`src/rtl/id_stage.sv`:
```
// ============================================================================
//  Module   : id_stage
//  Purpose  : RV32I instruction-decode stage. Decodes one instruction per
//             cycle, drives both regfile read ports, forwards EX/MEM results
//             over regfile data, detects load-use hazards and holds the
//             registered ID/EX outputs consumed by EX.
//  Ports    : clk, rst (sync, active-high), rdy (global freeze)
//             in_valid/in_pc/in_inst    : IF/ID contents
//             flush, ex_stall           : control from EX
//             stall_req                 : to IF, hold IF/ID (combinational)
//             re1/re2, raddr1/2, rdata1/2 : regfile read ports
//             ex_* / mem_*              : forwarding sources
//             out_*                     : registered ID/EX slot
//  Revision : 1.0  initial release
// ============================================================================
`default_nettype none

module id_stage #(
    parameter int XLEN       = 32,
    parameter int REG_ADDR_W = 5
) (
    input  logic                  clk,
    input  logic                  rst,
    input  logic                  rdy,
    input  logic                  in_valid,
    input  logic [XLEN-1:0]       in_pc,
    input  logic [31:0]           in_inst,
    input  logic                  flush,
    input  logic                  ex_stall,
    output logic                  stall_req,
    output logic                  re1,
    output logic                  re2,
    output logic [REG_ADDR_W-1:0] raddr1,
    output logic [REG_ADDR_W-1:0] raddr2,
    input  logic [XLEN-1:0]       rdata1,
    input  logic [XLEN-1:0]       rdata2,
    input  logic                  ex_wreg,
    input  logic [REG_ADDR_W-1:0] ex_waddr,
    input  logic [XLEN-1:0]       ex_wdata,
    input  logic                  ex_is_load,
    input  logic                  mem_wreg,
    input  logic [REG_ADDR_W-1:0] mem_waddr,
    input  logic [XLEN-1:0]       mem_wdata,
    output logic                  out_valid,
    output logic [XLEN-1:0]       out_pc,
    output logic [5:0]            out_op,
    output logic [XLEN-1:0]       out_rs1_val,
    output logic [XLEN-1:0]       out_rs2_val,
    output logic [XLEN-1:0]       out_imm,
    output logic                  out_wreg,
    output logic [REG_ADDR_W-1:0] out_waddr
);

    // Operation codes handed to EX
    localparam logic [5:0] OP_NOP  = 6'd0,  OP_LUI  = 6'd1,  OP_AUIPC = 6'd2,
                           OP_JAL  = 6'd3,  OP_JALR = 6'd4,  OP_BEQ   = 6'd5,
                           OP_BNE  = 6'd6,  OP_BLT  = 6'd7,  OP_BGE   = 6'd8,
                           OP_BLTU = 6'd9,  OP_BGEU = 6'd10, OP_LB    = 6'd11,
                           OP_LH   = 6'd12, OP_LW   = 6'd13, OP_LBU   = 6'd14,
                           OP_LHU  = 6'd15, OP_SB   = 6'd16, OP_SH    = 6'd17,
                           OP_SW   = 6'd18, OP_ADDI = 6'd19, OP_SLTI  = 6'd20,
                           OP_SLTIU= 6'd21, OP_XORI = 6'd22, OP_ORI   = 6'd23,
                           OP_ANDI = 6'd24, OP_SLLI = 6'd25, OP_SRLI  = 6'd26,
                           OP_SRAI = 6'd27, OP_ADD  = 6'd28, OP_SUB   = 6'd29,
                           OP_SLL  = 6'd30, OP_SLT  = 6'd31, OP_SLTU  = 6'd32,
                           OP_XOR  = 6'd33, OP_SRL  = 6'd34, OP_SRA   = 6'd35,
                           OP_OR   = 6'd36, OP_AND  = 6'd37;

    localparam logic [6:0] OPC_LUI = 7'b0110111, OPC_AUIPC = 7'b0010111,
                           OPC_JAL = 7'b1101111, OPC_JALR  = 7'b1100111,
                           OPC_BR  = 7'b1100011, OPC_LOAD  = 7'b0000011,
                           OPC_ST  = 7'b0100011, OPC_OPIMM = 7'b0010011,
                           OPC_OP  = 7'b0110011;

    logic [6:0]            opcode;
    logic [2:0]            f3;
    logic [6:0]            f7;
    logic [REG_ADDR_W-1:0] rd;
    logic [5:0]            dec_op;
    logic [XLEN-1:0]       dec_imm;
    logic                  dec_wr;
    logic                  use1;
    logic                  use2;
    logic                  lu;
    logic [XLEN-1:0]       fwd1;
    logic [XLEN-1:0]       fwd2;

    assign opcode = in_inst[6:0];
    assign f3     = in_inst[14:12];
    assign f7     = in_inst[31:25];
    assign rd     = in_inst[11:7];

    always_comb begin
        dec_op  = OP_NOP;
        dec_imm = '0;
        dec_wr  = 1'b0;
        use1    = 1'b0;
        use2    = 1'b0;
        case (opcode)
            OPC_LUI: begin
                dec_op = OP_LUI; dec_wr = 1'b1;
                dec_imm = {in_inst[31:12], 12'b0};
            end
            OPC_AUIPC: begin
                dec_op = OP_AUIPC; dec_wr = 1'b1;
                dec_imm = {in_inst[31:12], 12'b0};
            end
            OPC_JAL: begin
                dec_op = OP_JAL; dec_wr = 1'b1;
                dec_imm = {{12{in_inst[31]}}, in_inst[19:12], in_inst[20],
                           in_inst[30:21], 1'b0};
            end
            OPC_JALR: begin
                use1 = 1'b1;
                dec_imm = {{20{in_inst[31]}}, in_inst[31:20]};
                if (f3 == 3'b000) begin dec_op = OP_JALR; dec_wr = 1'b1; end
            end
            OPC_BR: begin
                use1 = 1'b1; use2 = 1'b1;
                dec_imm = {{20{in_inst[31]}}, in_inst[7], in_inst[30:25],
                           in_inst[11:8], 1'b0};
                case (f3)
                    3'b000: dec_op = OP_BEQ;
                    3'b001: dec_op = OP_BNE;
                    3'b100: dec_op = OP_BLT;
                    3'b101: dec_op = OP_BGE;
                    3'b110: dec_op = OP_BLTU;
                    3'b111: dec_op = OP_BGEU;
                    default: dec_op = OP_NOP;
                endcase
            end
            OPC_LOAD: begin
                use1 = 1'b1; dec_wr = 1'b1;
                dec_imm = {{20{in_inst[31]}}, in_inst[31:20]};
                case (f3)
                    3'b000: dec_op = OP_LB;
                    3'b001: dec_op = OP_LH;
                    3'b010: dec_op = OP_LW;
                    3'b100: dec_op = OP_LBU;
                    3'b101: dec_op = OP_LHU;
                    default: begin dec_op = OP_NOP; dec_wr = 1'b0; end
                endcase
            end
            OPC_ST: begin
                use1 = 1'b1; use2 = 1'b1;
                dec_imm = {{20{in_inst[31]}}, in_inst[31:25], in_inst[11:7]};
                case (f3)
                    3'b000: dec_op = OP_SB;
                    3'b001: dec_op = OP_SH;
                    3'b010: dec_op = OP_SW;
                    default: dec_op = OP_NOP;
                endcase
            end
            OPC_OPIMM: begin
                use1 = 1'b1; dec_wr = 1'b1;
                dec_imm = {{20{in_inst[31]}}, in_inst[31:20]};
                case (f3)
                    3'b000: dec_op = OP_ADDI;
                    3'b010: dec_op = OP_SLTI;
                    3'b011: dec_op = OP_SLTIU;
                    3'b100: dec_op = OP_XORI;
                    3'b110: dec_op = OP_ORI;
                    3'b111: dec_op = OP_ANDI;
                    3'b001: dec_op = (f7 == 7'b0000000) ? OP_SLLI : OP_NOP;
                    default: dec_op = (f7 == 7'b0000000) ? OP_SRLI :
                                      (f7 == 7'b0100000) ? OP_SRAI : OP_NOP;
                endcase
                if (dec_op == OP_NOP) dec_wr = 1'b0;
            end
            OPC_OP: begin
                use1 = 1'b1; use2 = 1'b1; dec_wr = 1'b1;
                if (f7 == 7'b0000000) begin
                    case (f3)
                        3'b000: dec_op = OP_ADD;
                        3'b001: dec_op = OP_SLL;
                        3'b010: dec_op = OP_SLT;
                        3'b011: dec_op = OP_SLTU;
                        3'b100: dec_op = OP_XOR;
                        3'b101: dec_op = OP_SRL;
                        3'b110: dec_op = OP_OR;
                        default: dec_op = OP_AND;
                    endcase
                end else if (f7 == 7'b0100000 && f3 == 3'b000) begin
                    dec_op = OP_SUB;
                end else if (f7 == 7'b0100000 && f3 == 3'b101) begin
                    dec_op = OP_SRA;
                end else begin
                    dec_op = OP_NOP; dec_wr = 1'b0;
                end
            end
            default: begin
                dec_op = OP_NOP;
            end
        endcase
    end

    // Read ports are quiet when IF/ID is empty
    assign re1    = in_valid & use1;
    assign re2    = in_valid & use2;
    assign raddr1 = in_valid ? in_inst[19:15] : '0;
    assign raddr2 = in_valid ? in_inst[24:20] : '0;

    // A load in EX has no data yet, so it is never an EX forward source
    always_comb begin
        fwd1 = rdata1;
        if (!re1 || raddr1 == '0)
            fwd1 = '0;
        else if (ex_wreg && ex_waddr == raddr1 && !ex_is_load)
            fwd1 = ex_wdata;
        else if (mem_wreg && mem_waddr == raddr1)
            fwd1 = mem_wdata;
    end

    always_comb begin
        fwd2 = rdata2;
        if (!re2 || raddr2 == '0)
            fwd2 = '0;
        else if (ex_wreg && ex_waddr == raddr2 && !ex_is_load)
            fwd2 = ex_wdata;
        else if (mem_wreg && mem_waddr == raddr2)
            fwd2 = mem_wdata;
    end

    assign lu = in_valid & ex_is_load & ex_wreg & (ex_waddr != '0) &
                ((re1 & (ex_waddr == raddr1)) | (re2 & (ex_waddr == raddr2)));

    assign stall_req = in_valid & (ex_stall | lu) & ~flush;

    always_ff @(posedge clk) begin
        if (rst) begin
            out_valid   <= 1'b0;
            out_pc      <= '0;
            out_op      <= OP_NOP;
            out_rs1_val <= '0;
            out_rs2_val <= '0;
            out_imm     <= '0;
            out_wreg    <= 1'b0;
            out_waddr   <= '0;
        end else if (!rdy) begin
            // frozen
        end else if (flush) begin
            out_valid <= 1'b0;
            out_wreg  <= 1'b0;
        end else if (ex_stall) begin
            // EX still owns the current slot
        end else if (lu) begin
            out_valid <= 1'b0;
            out_wreg  <= 1'b0;
        end else begin
            out_valid   <= in_valid;
            out_pc      <= in_pc;
            out_op      <= dec_op;
            out_rs1_val <= fwd1;
            out_rs2_val <= fwd2;
            out_imm     <= dec_imm;
            out_wreg    <= in_valid & dec_wr & (rd != '0);
            out_waddr   <= rd;
        end
    end

endmodule

`default_nettype wire

```
`config.mk`:
```
export PLATFORM = sky130hd
export DESIGN_NAME = id_stage
export DESIGN_NICKNAME = d
export VERILOG_FILES = /design/src/rtl/id_stage.sv
export SDC_FILE = /design/constraint.sdc
export NUM_CORES = 1
export LEC_CHECK = 0
export CAP_MARGIN = 10
export CORE_ASPECT_RATIO = 0.75
export CORE_MARGIN = 10
export CORE_UTILIZATION = 48
export CTS_CLUSTER_SIZE = 10
export DETAILED_ROUTE_END_ITERATION = 8
export GPL_ROUTABILITY_DRIVEN = 0
export HOLD_SLACK_MARGIN = 0.03
export PLACE_DENSITY_LB_ADDON = 0.15
export SLEW_MARGIN = 20
export SYNTH_ARGS = -nofsm -noshare
export SYNTH_HDL_FRONTEND = slang
export SYNTH_SLANG_ARGS = --single-unit
```
`constraint.sdc`:
```
create_clock -name clk -period 4.3 [get_ports clk]
set_input_delay 0.645 -clock clk [delete_from_list [all_inputs] [get_ports clk]]
set_output_delay 0.645 -clock clk [all_outputs]
set_load 0.01 [all_outputs]
```
==> out/metrics.cfg <==
[drt]
drc = 0
drt-total-wl_um = 38800
drtIter0Drc = 1194
final_antenna_net_count = 0
vias = 10336
first_pass_iters = 7
viasPerCell = 6.10
routedWlPerCell_um = 22.9

[cells_and_area]
multiInputGateArea_sq_um = 5840
post-route-util = 0.721
nNetsFinal = 1643
design_area_sq_um = 13500
seqCellArea_sq_um = 2820
fillers = 1488
finish.cell_count_without_fillers = 1694
layout-drive-gt1-share = 0.133
area_growth_syn_to_layout_pct = 45.5

[sta]
worst_pin_slew_ns = 1.17
setup_viol = 0
max_freq_mhz = 255
post-route-min-period_ns = 3.93
fin_tns_setup_ns = 0
report.final.slew_viol_count = 0
hold_viol = 0
finClkSkew_ns = 0
holdWs_ns = 0.456
maxSlewHeadroom = 0.217
rsz0062_at_grt = false
fin_ws_ns = 0.372
min_period_over_period = 0.913

[logic_synthesis]
synth_warnings = 0
syn_inst = 1144
synth_fp_nets = 1355
synthTopCellsByArea = dfxtp_1 (30%), o41ai_2 (11%), nor2_1 (6.3%)
synthArstFlopShare = 0
synth_cell_type_count = 74
yosysTopAreaCellShare = 0.304
post_synth.cell_area_avg_sq_um = 8.12
netlist_area_sq_um = 9280
synth_top_cell_by_area = dfxtp_1
synth-edff-count = 0
ys_seq_elements = 141
yosysSeqAreaShare = 0.304
ys.flop_type = dfxtp_1

[worst_hold_path]
hold_depth = 2
min_from = out_valid
hold_class = reg -> reg
hold_end = out_valid

[critical_path]
worstRegToRegCells = 3
crit_required_ns = 3.65
start_kind = input port
rr_endpoint = out_rs1_val[10]
cp-end-kind = primary output
r2r_start = out_rs1_val[10]
critPathArrivalTime_ns = 3.28
critical_path_class = in -> out
r2r_slack_ns = 3.42
cp_max_fo = 5

[status]
outcome = finished, final reports clean

[floorplanning]
rows = 43
fp.dieArea_sq_um = 25400
core_sq_um = 18700
ios = 365
start_util = 0.496
die_w_um = 181
die_y_um = 140

[run]
cap_violations = 0

[grt]
grt_max_degree = 99
first_global_vias = 9993
grt_overflow = 0
grtUsageTotal = 0.288
antenna_found_initial = 4
grt_pass1_wl_um = 59400

[cts]
clk_pin_slew_ns = 0.07
clk_latency_ns = 0.41
numClockSinks = 141
htreeDepth = 4
cts_root_buf = clkbuf_16
post_cts_resized = 0
ctsHoldBuffers = 0
post_cts_buffers = 0
cts_tree = built
cts_buffers = 17
cts_buffer_depth = 2

[placed_design]
dpl.hpwl_um = 26900
placed_cell_area_sq_um = 12900
dp.cells = 1660
post-place-ws_ns = 0.399
portBuffers = 364

[power]
p_per_area_nw_per_um2 = 255
p_leak_nw = 4.86
peakVddDrop_uv = 234
totalPowerFinal_mw = 3.45

## worst max-delay path by stage
stage	to	from	slack (ns)	cells after the start
after floorplan	stall_req	in_inst[2]	1.09	9
after global placement	stall_req	ex_waddr[1]	0.44	7
after detailed placement	out_rs1_val[17]	in_valid	0.40	9
after CTS	stall_req	ex_waddr[1]	0.40	7
after global routing	stall_req	ex_waddr[1]	0.26	7
final	stall_req	ex_waddr[1]	0.37	7
## placed cells by master, fill, tap and decap left out, drive strengths merged, types with 13 or more instances in the layout
master	count
a211oi	60
mux2	32
clkdlybuf4s50	363
o41ai	64
buf	37
inv	21
and2	14
nand4	13
a21oi	114
nand2	21
nor2b	72
o21ai	126
clkbuf	17
nor2	157
a21boi	33
nand3	47
dfxtp	141
## flip-flops by register name, indices dropped and copies added (netlist names)
register     flops
out_waddr        5
out_pc          32
out_wreg         1
out_valid        1
out_rs2_val     32
out_rs1_val     32
out_imm         32
out_op           6
## power breakdown
part           internal (mW)  switching (mW)
registers               1.33          0.0136
clock network          0.761           0.650
logic                  0.339           0.350
total                   2.43            1.01
## cells in the mapped netlist (all sizes together), types with 14 or more instances
master and number:
a21oi 114, o41ai 64, o21ai 126, buf 38, nor2 157, nor2b 72
dfxtp 141, nand3 47, nand2 21, clkbuf 93, a21boi 33, a211oi 60
and2 14, mux2 32
## worst max-delay path, cell delays in order
cell and delay, ns:
clkdlybuf4s50_1 0.64, inv_2 0.09, o2bb2ai_1 0.21, or3_1 0.47
o31a_2 0.33, nor3b_1 0.24, clkdlybuf4s50_1 0.65
## per-layer routing
metal	part of all wire	global-route usage	up-vias	wire [um]
met5	0.00070	0	-	27
met4	0.028	0.0995	4	1090
met2	0.45	0.445	580	17500
met1	0.41	0.365	4893	16000
li1	-	-	4789	-
met3	0.11	0.0988	70	4200
## final cells by class
type | instances | area share
multi-input combinational | 861 | 0.432
tap | 247 | 0.0229
clock inverter | 15 | 0.00945
antenna | 2 | 0.000371
clock buffer | 17 | 0.0315
inverter | 11 | 0.00306
sequential | 141 | 0.209
timing repair buffer | 400 | 0.291
## cells by family after synthesis
family                    after synthesis  share of synthesized area
buffers and inverters                 142                     0.0725
AOI/OAI and AO/OA                     441                      0.365
muxes                                  34                     0.0410
DFF                                   141                      0.304
xor gates and xnor gates               16                     0.0159
and+or+nand+nor                       370                      0.202
No activity file was read; power rests on OpenSTA's default activity.
